### config.mk
export PLATFORM = sky130hd
export DESIGN_NAME = quad_dial_decoder_flat
export DESIGN_NICKNAME = d
export VERILOG_FILES = /design/src/rtl/quad_dial_decoder_if.sv /design/src/rtl/quad_dial_decoder.sv /design/src/flat_wrapper.sv
export SDC_FILE = /design/constraint.sdc
export NUM_CORES = 1
export LEC_CHECK = 0
export ABC_AREA = 1
export BUFFER_PORTS_ARGS = -buffer_cell sky130_fd_sc_hd__buf_2
export CORE_UTILIZATION = 41
export DETAILED_ROUTE_END_ITERATION = 8
export PLACE_DENSITY_LB_ADDON = 0.1
export SYNTH_ARGS = -nofsm -noshare
export SYNTH_HDL_FRONTEND = slang
export SYNTH_SLANG_ARGS = --single-unit
### constraint.sdc
create_clock -name aclk -period 1.92 [get_ports aclk]
set_input_delay 0.288 -clock aclk [delete_from_list [all_inputs] [get_ports aclk]]
set_output_delay 0.288 -clock aclk [all_outputs]
set_load 0.01 [all_outputs]
### src/rtl/quad_dial_decoder_if.sv
// -----------------------------------------------------------------------------
// quad_dial_decoder_if
//
// Read handshake between the dial decoder and the command dispatcher.
// The consumer holds read_enable high for as long as it wants the snapshot;
// the decoder presents the captured count on out and flags it with out_valid.
//
// Signals:
//   read_enable  consumer -> decoder  level-held read request
//   out          decoder  -> consumer signed step count captured at last read
//   out_valid    decoder  -> consumer out holds the snapshot for this request
//
// Modports:
//   master  consumer side (drives read_enable)
//   slave   decoder side  (drives out / out_valid)
// -----------------------------------------------------------------------------
interface quad_dial_decoder_if #(
  parameter int COUNT_WIDTH = 8
);

  logic                          read_enable;
  logic signed [COUNT_WIDTH-1:0] out;
  logic                          out_valid;

  modport master (
    output read_enable,
    input  out,
    input  out_valid
  );

  modport slave (
    input  read_enable,
    output out,
    output out_valid
  );

endinterface

### src/rtl/quad_dial_decoder.sv
// -----------------------------------------------------------------------------
// quad_dial_decoder
//
// Front end for the front-panel rotary frequency dial. The raw quadrature
// pins are synchronised and debounced, one signed step is decoded per detent
// (on the rising edge of the filtered ck), and steps accumulate into a
// saturating signed counter. A snapshot-and-clear read hands the count to
// the command dispatcher.
//
// Parameters:
//   DEBOUNCE_CYCLES  stable cycles needed before a pin change is accepted (>=1)
//   COUNT_WIDTH      width of the signed accumulator and of rd.out (>=2)
//
// Ports:
//   aclk    system clock, single domain
//   reset   synchronous active-high master reset
//   ck      raw dial clock pin, asynchronous, idles high
//   dt      raw dial data pin, asynchronous, idles high
//   rd      read handshake (slave side): read_enable in, out/out_valid out
//
// Read FSM:
//   state | meaning
//   IDLE  | no request outstanding; waiting for a read_enable rising edge
//   HOLD  | snapshot presented on out with out_valid=1 until read_enable drops
// -----------------------------------------------------------------------------
module quad_dial_decoder #(
  parameter int DEBOUNCE_CYCLES = 1000,
  parameter int COUNT_WIDTH     = 8
) (
  input  logic                   aclk,
  input  logic                   reset,
  input  logic                   ck,
  input  logic                   dt,
  quad_dial_decoder_if.slave     rd
);

  // Counter only ever needs to hold 0 .. DEBOUNCE_CYCLES-1.
  localparam int CNT_W = (DEBOUNCE_CYCLES > 1) ? $clog2(DEBOUNCE_CYCLES + 1) : 1;
  localparam logic [CNT_W-1:0] CNT_LAST = CNT_W'(DEBOUNCE_CYCLES - 1);
  localparam logic [CNT_W-1:0] CNT_ONE  = CNT_W'(1);

  localparam logic signed [COUNT_WIDTH-1:0] ACC_MAX = {1'b0, {(COUNT_WIDTH-1){1'b1}}};
  localparam logic signed [COUNT_WIDTH-1:0] ACC_MIN = {1'b1, {(COUNT_WIDTH-1){1'b0}}};
  localparam logic signed [COUNT_WIDTH-1:0] ACC_ONE = COUNT_WIDTH'(1);

  typedef enum logic {
    IDLE = 1'b0,
    HOLD = 1'b1
  } state_t;

  // Pin index 0 = ck, 1 = dt.
  logic [1:0]       pin_raw;
  logic [1:0]       sync1;
  logic [1:0]       sync2;
  logic [1:0]       filt;
  logic [CNT_W-1:0] db_cnt [2];

  logic ck_filt;
  logic dt_filt;
  logic ck_filt_d;
  logic step_up;
  logic step_dn;

  logic                          re_d;
  state_t                        state;
  state_t                        state_nxt;
  logic                          snap;

  logic signed [COUNT_WIDTH-1:0] acc;
  logic signed [COUNT_WIDTH-1:0] acc_base;
  logic signed [COUNT_WIDTH-1:0] acc_nxt;
  logic signed [COUNT_WIDTH-1:0] out_q;

  assign pin_raw = {dt, ck};

  // ---------------------------------------------------------------------------
  // Synchroniser and debounce. A level change is accepted only after the
  // synchronised level has disagreed with filt for DEBOUNCE_CYCLES
  // consecutive cycles; a single agreeing cycle restarts the count.
  // ---------------------------------------------------------------------------
  always_ff @(posedge aclk) begin
    if (reset) begin
      sync1 <= 2'b11;
      sync2 <= 2'b11;
      filt  <= 2'b11;
      for (int i = 0; i < 2; i++) begin
        db_cnt[i] <= '0;
      end
    end else begin
      sync1 <= pin_raw;
      sync2 <= sync1;
      for (int i = 0; i < 2; i++) begin
        if (sync2[i] == filt[i]) begin
          db_cnt[i] <= '0;
        end else if (db_cnt[i] == CNT_LAST) begin
          filt[i]   <= sync2[i];
          db_cnt[i] <= '0;
        end else begin
          db_cnt[i] <= db_cnt[i] + CNT_ONE;
        end
      end
    end
  end

  assign ck_filt = filt[0];
  assign dt_filt = filt[1];

  // ---------------------------------------------------------------------------
  // Step decode: only the rising edge of filtered ck counts, so a full
  // detent produces exactly one step. dt at that edge gives the direction.
  // ---------------------------------------------------------------------------
  always_ff @(posedge aclk) begin
    if (reset) begin
      ck_filt_d <= 1'b1;
    end else begin
      ck_filt_d <= ck_filt;
    end
  end

  assign step_up = ck_filt & ~ck_filt_d & ~dt_filt;
  assign step_dn = ck_filt & ~ck_filt_d &  dt_filt;

  // ---------------------------------------------------------------------------
  // Read FSM
  // ---------------------------------------------------------------------------
  always_ff @(posedge aclk) begin
    if (reset) begin
      state <= IDLE;
      re_d  <= 1'b0;
    end else begin
      state <= state_nxt;
      re_d  <= rd.read_enable;
    end
  end

  always_comb begin
    state_nxt = state;
    snap      = 1'b0;
    case (state)
      IDLE: begin
        if (rd.read_enable && !re_d) begin
          snap      = 1'b1;
          state_nxt = HOLD;
        end
      end
      HOLD: begin
        if (!rd.read_enable) begin
          state_nxt = IDLE;
        end
      end
    endcase
  end

  // ---------------------------------------------------------------------------
  // Accumulator. On a snapshot the base is cleared before the step is
  // applied, so a step landing on the snapshot edge goes into the new count
  // instead of being lost or counted twice.
  // ---------------------------------------------------------------------------
  always_comb begin
    acc_base = snap ? '0 : acc;
    acc_nxt  = acc_base;
    if (step_up && (acc_base != ACC_MAX)) begin
      acc_nxt = acc_base + ACC_ONE;
    end else if (step_dn && (acc_base != ACC_MIN)) begin
      acc_nxt = acc_base - ACC_ONE;
    end
  end

  always_ff @(posedge aclk) begin
    if (reset) begin
      acc   <= '0;
      out_q <= '0;
    end else begin
      acc <= acc_nxt;
      if (snap) begin
        out_q <= acc;
      end
    end
  end

  assign rd.out       = out_q;
  assign rd.out_valid = (state == HOLD);

endmodule

### src/flat_wrapper.sv
// flat-port wrapper written by rule: the top's interface ports become plain ports
module quad_dial_decoder_flat 
#(
  parameter int DEBOUNCE_CYCLES = 1000,
  parameter int COUNT_WIDTH     = 8
)
  (aclk, reset, ck, dt, rd_read_enable, rd_out, rd_out_valid);
  quad_dial_decoder_if #(.COUNT_WIDTH(COUNT_WIDTH)) rd_i ();
  input  logic aclk;
  input  logic reset;
  input  logic ck;
  input  logic dt;
  input wire logic [$bits(rd_i.read_enable)-1:0] rd_read_enable;
  output wire logic [$bits(rd_i.out)-1:0] rd_out;
  output wire logic [$bits(rd_i.out_valid)-1:0] rd_out_valid;
  assign rd_i.read_enable = rd_read_enable;
  assign rd_out = rd_i.out;
  assign rd_out_valid = rd_i.out_valid;
  quad_dial_decoder #(.DEBOUNCE_CYCLES(DEBOUNCE_CYCLES), .COUNT_WIDTH(COUNT_WIDTH)) u_core (.aclk(aclk), .reset(reset), .ck(ck), .dt(dt), .rd(rd_i));
endmodule
==> results.toml <==
[sta]
finalCriticalPeriod_ps = 1717
setup_violations = 0
maxSlewViolCount = 0
fin_tns_setup_ps = 0
holdWs_ps = 177.3
clock_skew_ps = 5.508
min_period_over_period = 0.8941
rsz0062_at_grt = "false"
hold_viol = 0
timing.fmax_mhz = 582.6

[global_routing]
grt_max_degree = 17
grtUsageTotal = 0.1590
grt-ovfl-total = 0
antenna_found_initial = 0
grt_pass1_vias = 1775
grt_pass1_wl_um = 7659

[worst_setup_path]
critPathRequiredTime_ps = 2110
path_class = "reg -> reg"
cp_max_fo = 4
path_buf_inv = 3
startpoint_type = "flop"
crit_path_end_kind = "flop"
critPathSlowestCell = "dfxtp_2"
cp_slowest_stage_delay_ps = 340
cp.arrival_ps = 1900
crit_family = "simple AND/OR/NAND/NOR gates"
cp_cell_sequence = "inv_1 > nand3_2 > nand2_2 > inv_1 > ha_1 > nand2_1 > inv_1 > nand3_2 > nor2_1 > nand2_1 > nand2_2 > nand2_2 > o21ai_0 > a21oi_1"

[place]
dpl.cell_count = 386
io_buffers = 13
place_hpwl_um = 3118
gp_congestion = 0.8634

[worst_hold_path]
hold_class = "in -> reg"

[run_status]
status = "complete, no violations"

[clock_tree]
clk_latency_ps = 290
htreeDepth = 2
cts-buffers-inserted = 5
root_buffer = "clkbuf_8"
cts_tree = "built"
cts_buffer_depth = 2
clock-sinks = 45
clk_pin_slew_ps = 80
ctsHoldBuffers = 0

[pwr]
p_leak_uw = 0.001190
ir_worst_vdd_mv = 0.3478
power_density_mw_per_mm2 = 670.3

[routing]
wirelength_um = 4159
via_count = 1816
drt_first_iter_violations = 93
first_pass_iters = 5
drc = 0
wire_per_inst_um = 10.56
avgViaCountPerCell = 4.609
ant_nets = 0

[yosys]
post_synth_num_cell_types = 32
syn_area_mm2 = 0.002311
yosys_warnings = 0
ys_seq_area_frac = 0.4764
synth_cells = 285
synth-seq-cells = 45
syn_avg_cell_area_um2 = 8.109

[finish]
num-nets-final = 333
drive_gt1_frac = 0.1605
final_cells = 394
antennaDiodeCount = 0
areaGrowthSynthToFinish_pct = 14.19
fin_util = 0.5007

[floorplanning]
initial_utilization = 0.4385
design.die.area_mm2 = 0.005941
fp.dieH_um = 77.08
io_pins = 14
row_count = 26
die_w_um = 77.08
coreArea_mm2 = 0.005270

[flow_run]
maxCapViolCount = 0
## power breakdown
| part | internal, µW | switching [µW] |
|---|---|---|
| sequential | 1030 | 20.6 |
| clock | 294 | 305 |
| combinational | 42.1 | 72.9 |
| total | 1370 | 398 |
## state kept, by name, indices dropped and copies added (netlist names)
name and flops:
u_core.sync1 2, u_core.filt 2, u_core.acc 8, u_core.ck_filt_d 1
u_core.db_cnt 20, u_core.sync2 2, u_core.rd.out 8, u_core.re_d 1
u_core.rd.out_valid 1
## routing by layer
metal / vias to the layer above / global-route usage / routed length [µm]
li1: 996 / - / -
met1: 784 / 0.2167 / 2196
met2: 30 / 0.2554 / 1756
met3: 6 / 0.02500 / 166
met4: 0 / 0.05472 / 39
met5: - / 0 / 0
## synthesized netlist by cell type
cell type / number / share of area
conb_1: 1 / 0.0016
a21oi_1: 26 / 0.056
nor3b_1: 1 / 0.0032
o21ai_1: 2 / 0.0043
inv_1: 41 / 0.067
ha_1: 5 / 0.027
a21oi_2: 1 / 0.0038
buf_2: 3 / 0.0065
nor2_4: 1 / 0.0049
nand2_2: 5 / 0.014
o21a_1: 2 / 0.0065
xnor2_1: 1 / 0.0038
buf_6: 2 / 0.0097
nor3_1: 10 / 0.022
dfxtp_1: 25 / 0.22
a211oi_1: 1 / 0.0032
nor4_1: 1 / 0.0027
nand3_1: 18 / 0.039
o211ai_2: 1 / 0.0054
o211ai_1: 1 / 0.0032
or2_2: 5 / 0.014
nor3_2: 2 / 0.0087
and3_1: 1 / 0.0027
edfxtp_1: 20 / 0.26
nor2_1: 29 / 0.047
nand3_2: 3 / 0.013
nand2_1: 49 / 0.080
o21ai_2: 2 / 0.0076
o21ai_0: 18 / 0.039
nor3_4: 1 / 0.0070
xor2_1: 3 / 0.011
nand4_1: 4 / 0.011
## cells by family after synthesis
kind of cell,share of synthesized area
other cells,0.001623
flops,0.4765
buf+inv,0.08284
simple gates,0.2675
fa+ha+maj,0.02707
compound gates,0.1294
xor+xnor,0.01516
## cell type report
type | count | area [µm²]
fillers | 554 | 2631
clock buffers | 8 | 90.09
flip-flops and latches | 45 | 1102
well taps | 70 | 87.58
inverters | 41 | 153.9
multi-input cells | 213 | 1110
repair buffers | 17 | 95.09
## final timing paths
kind / end / slack (ps) / from / cells after the start
worst min-delay path: u_core.sync1[1] / 180 / dt / 2
worst max register to register: u_core.acc[0] / 200 / u_core.rd.out_valid / 14
worst max-delay path: u_core.acc[0] / 200 / u_core.rd.out_valid / 14
worst min register to register: u_core.sync2[1] / 420 / u_core.sync1[1] / 1
## layout by cell type, fill, tap and decap left out, types with 3 or more instances in the layout
cell,count
nand2_1,44
inv_1,41
nor2_1,29
a21oi_1,26
dfxtp_1,24
edfxtp_1,20
conb_1,20
nand3_1,18
o21ai_0,17
buf_2,13
nand2_2,10
nor3_1,10
clkbuf_8,6
or2_2,5
ha_1,5
o21ai_2,4
nand4_1,4
buf_4,4
nand3_2,3
xor2_1,3
## metrics by stage
stage,setup slack (ps),cell area [µm²],power (µW)
6_report,203.4,2639,1769
5_1_grt,8.187,2639,1852
4_1_cts,105.5,2618,1798
3_5_place_dp,128.6,2527,1191
3_3_place_gp,189.6,2527,1190
2_1_floorplan,29.35,2382,1159
## repair_timing
item,4_1_cts,5_1_grt
gates resized for setup,0,9
endpoints found under the hold margin,0,0
endpoints found under the setup margin,0,6
buffers inserted,0,0
(Power assumes the default switching activity.)
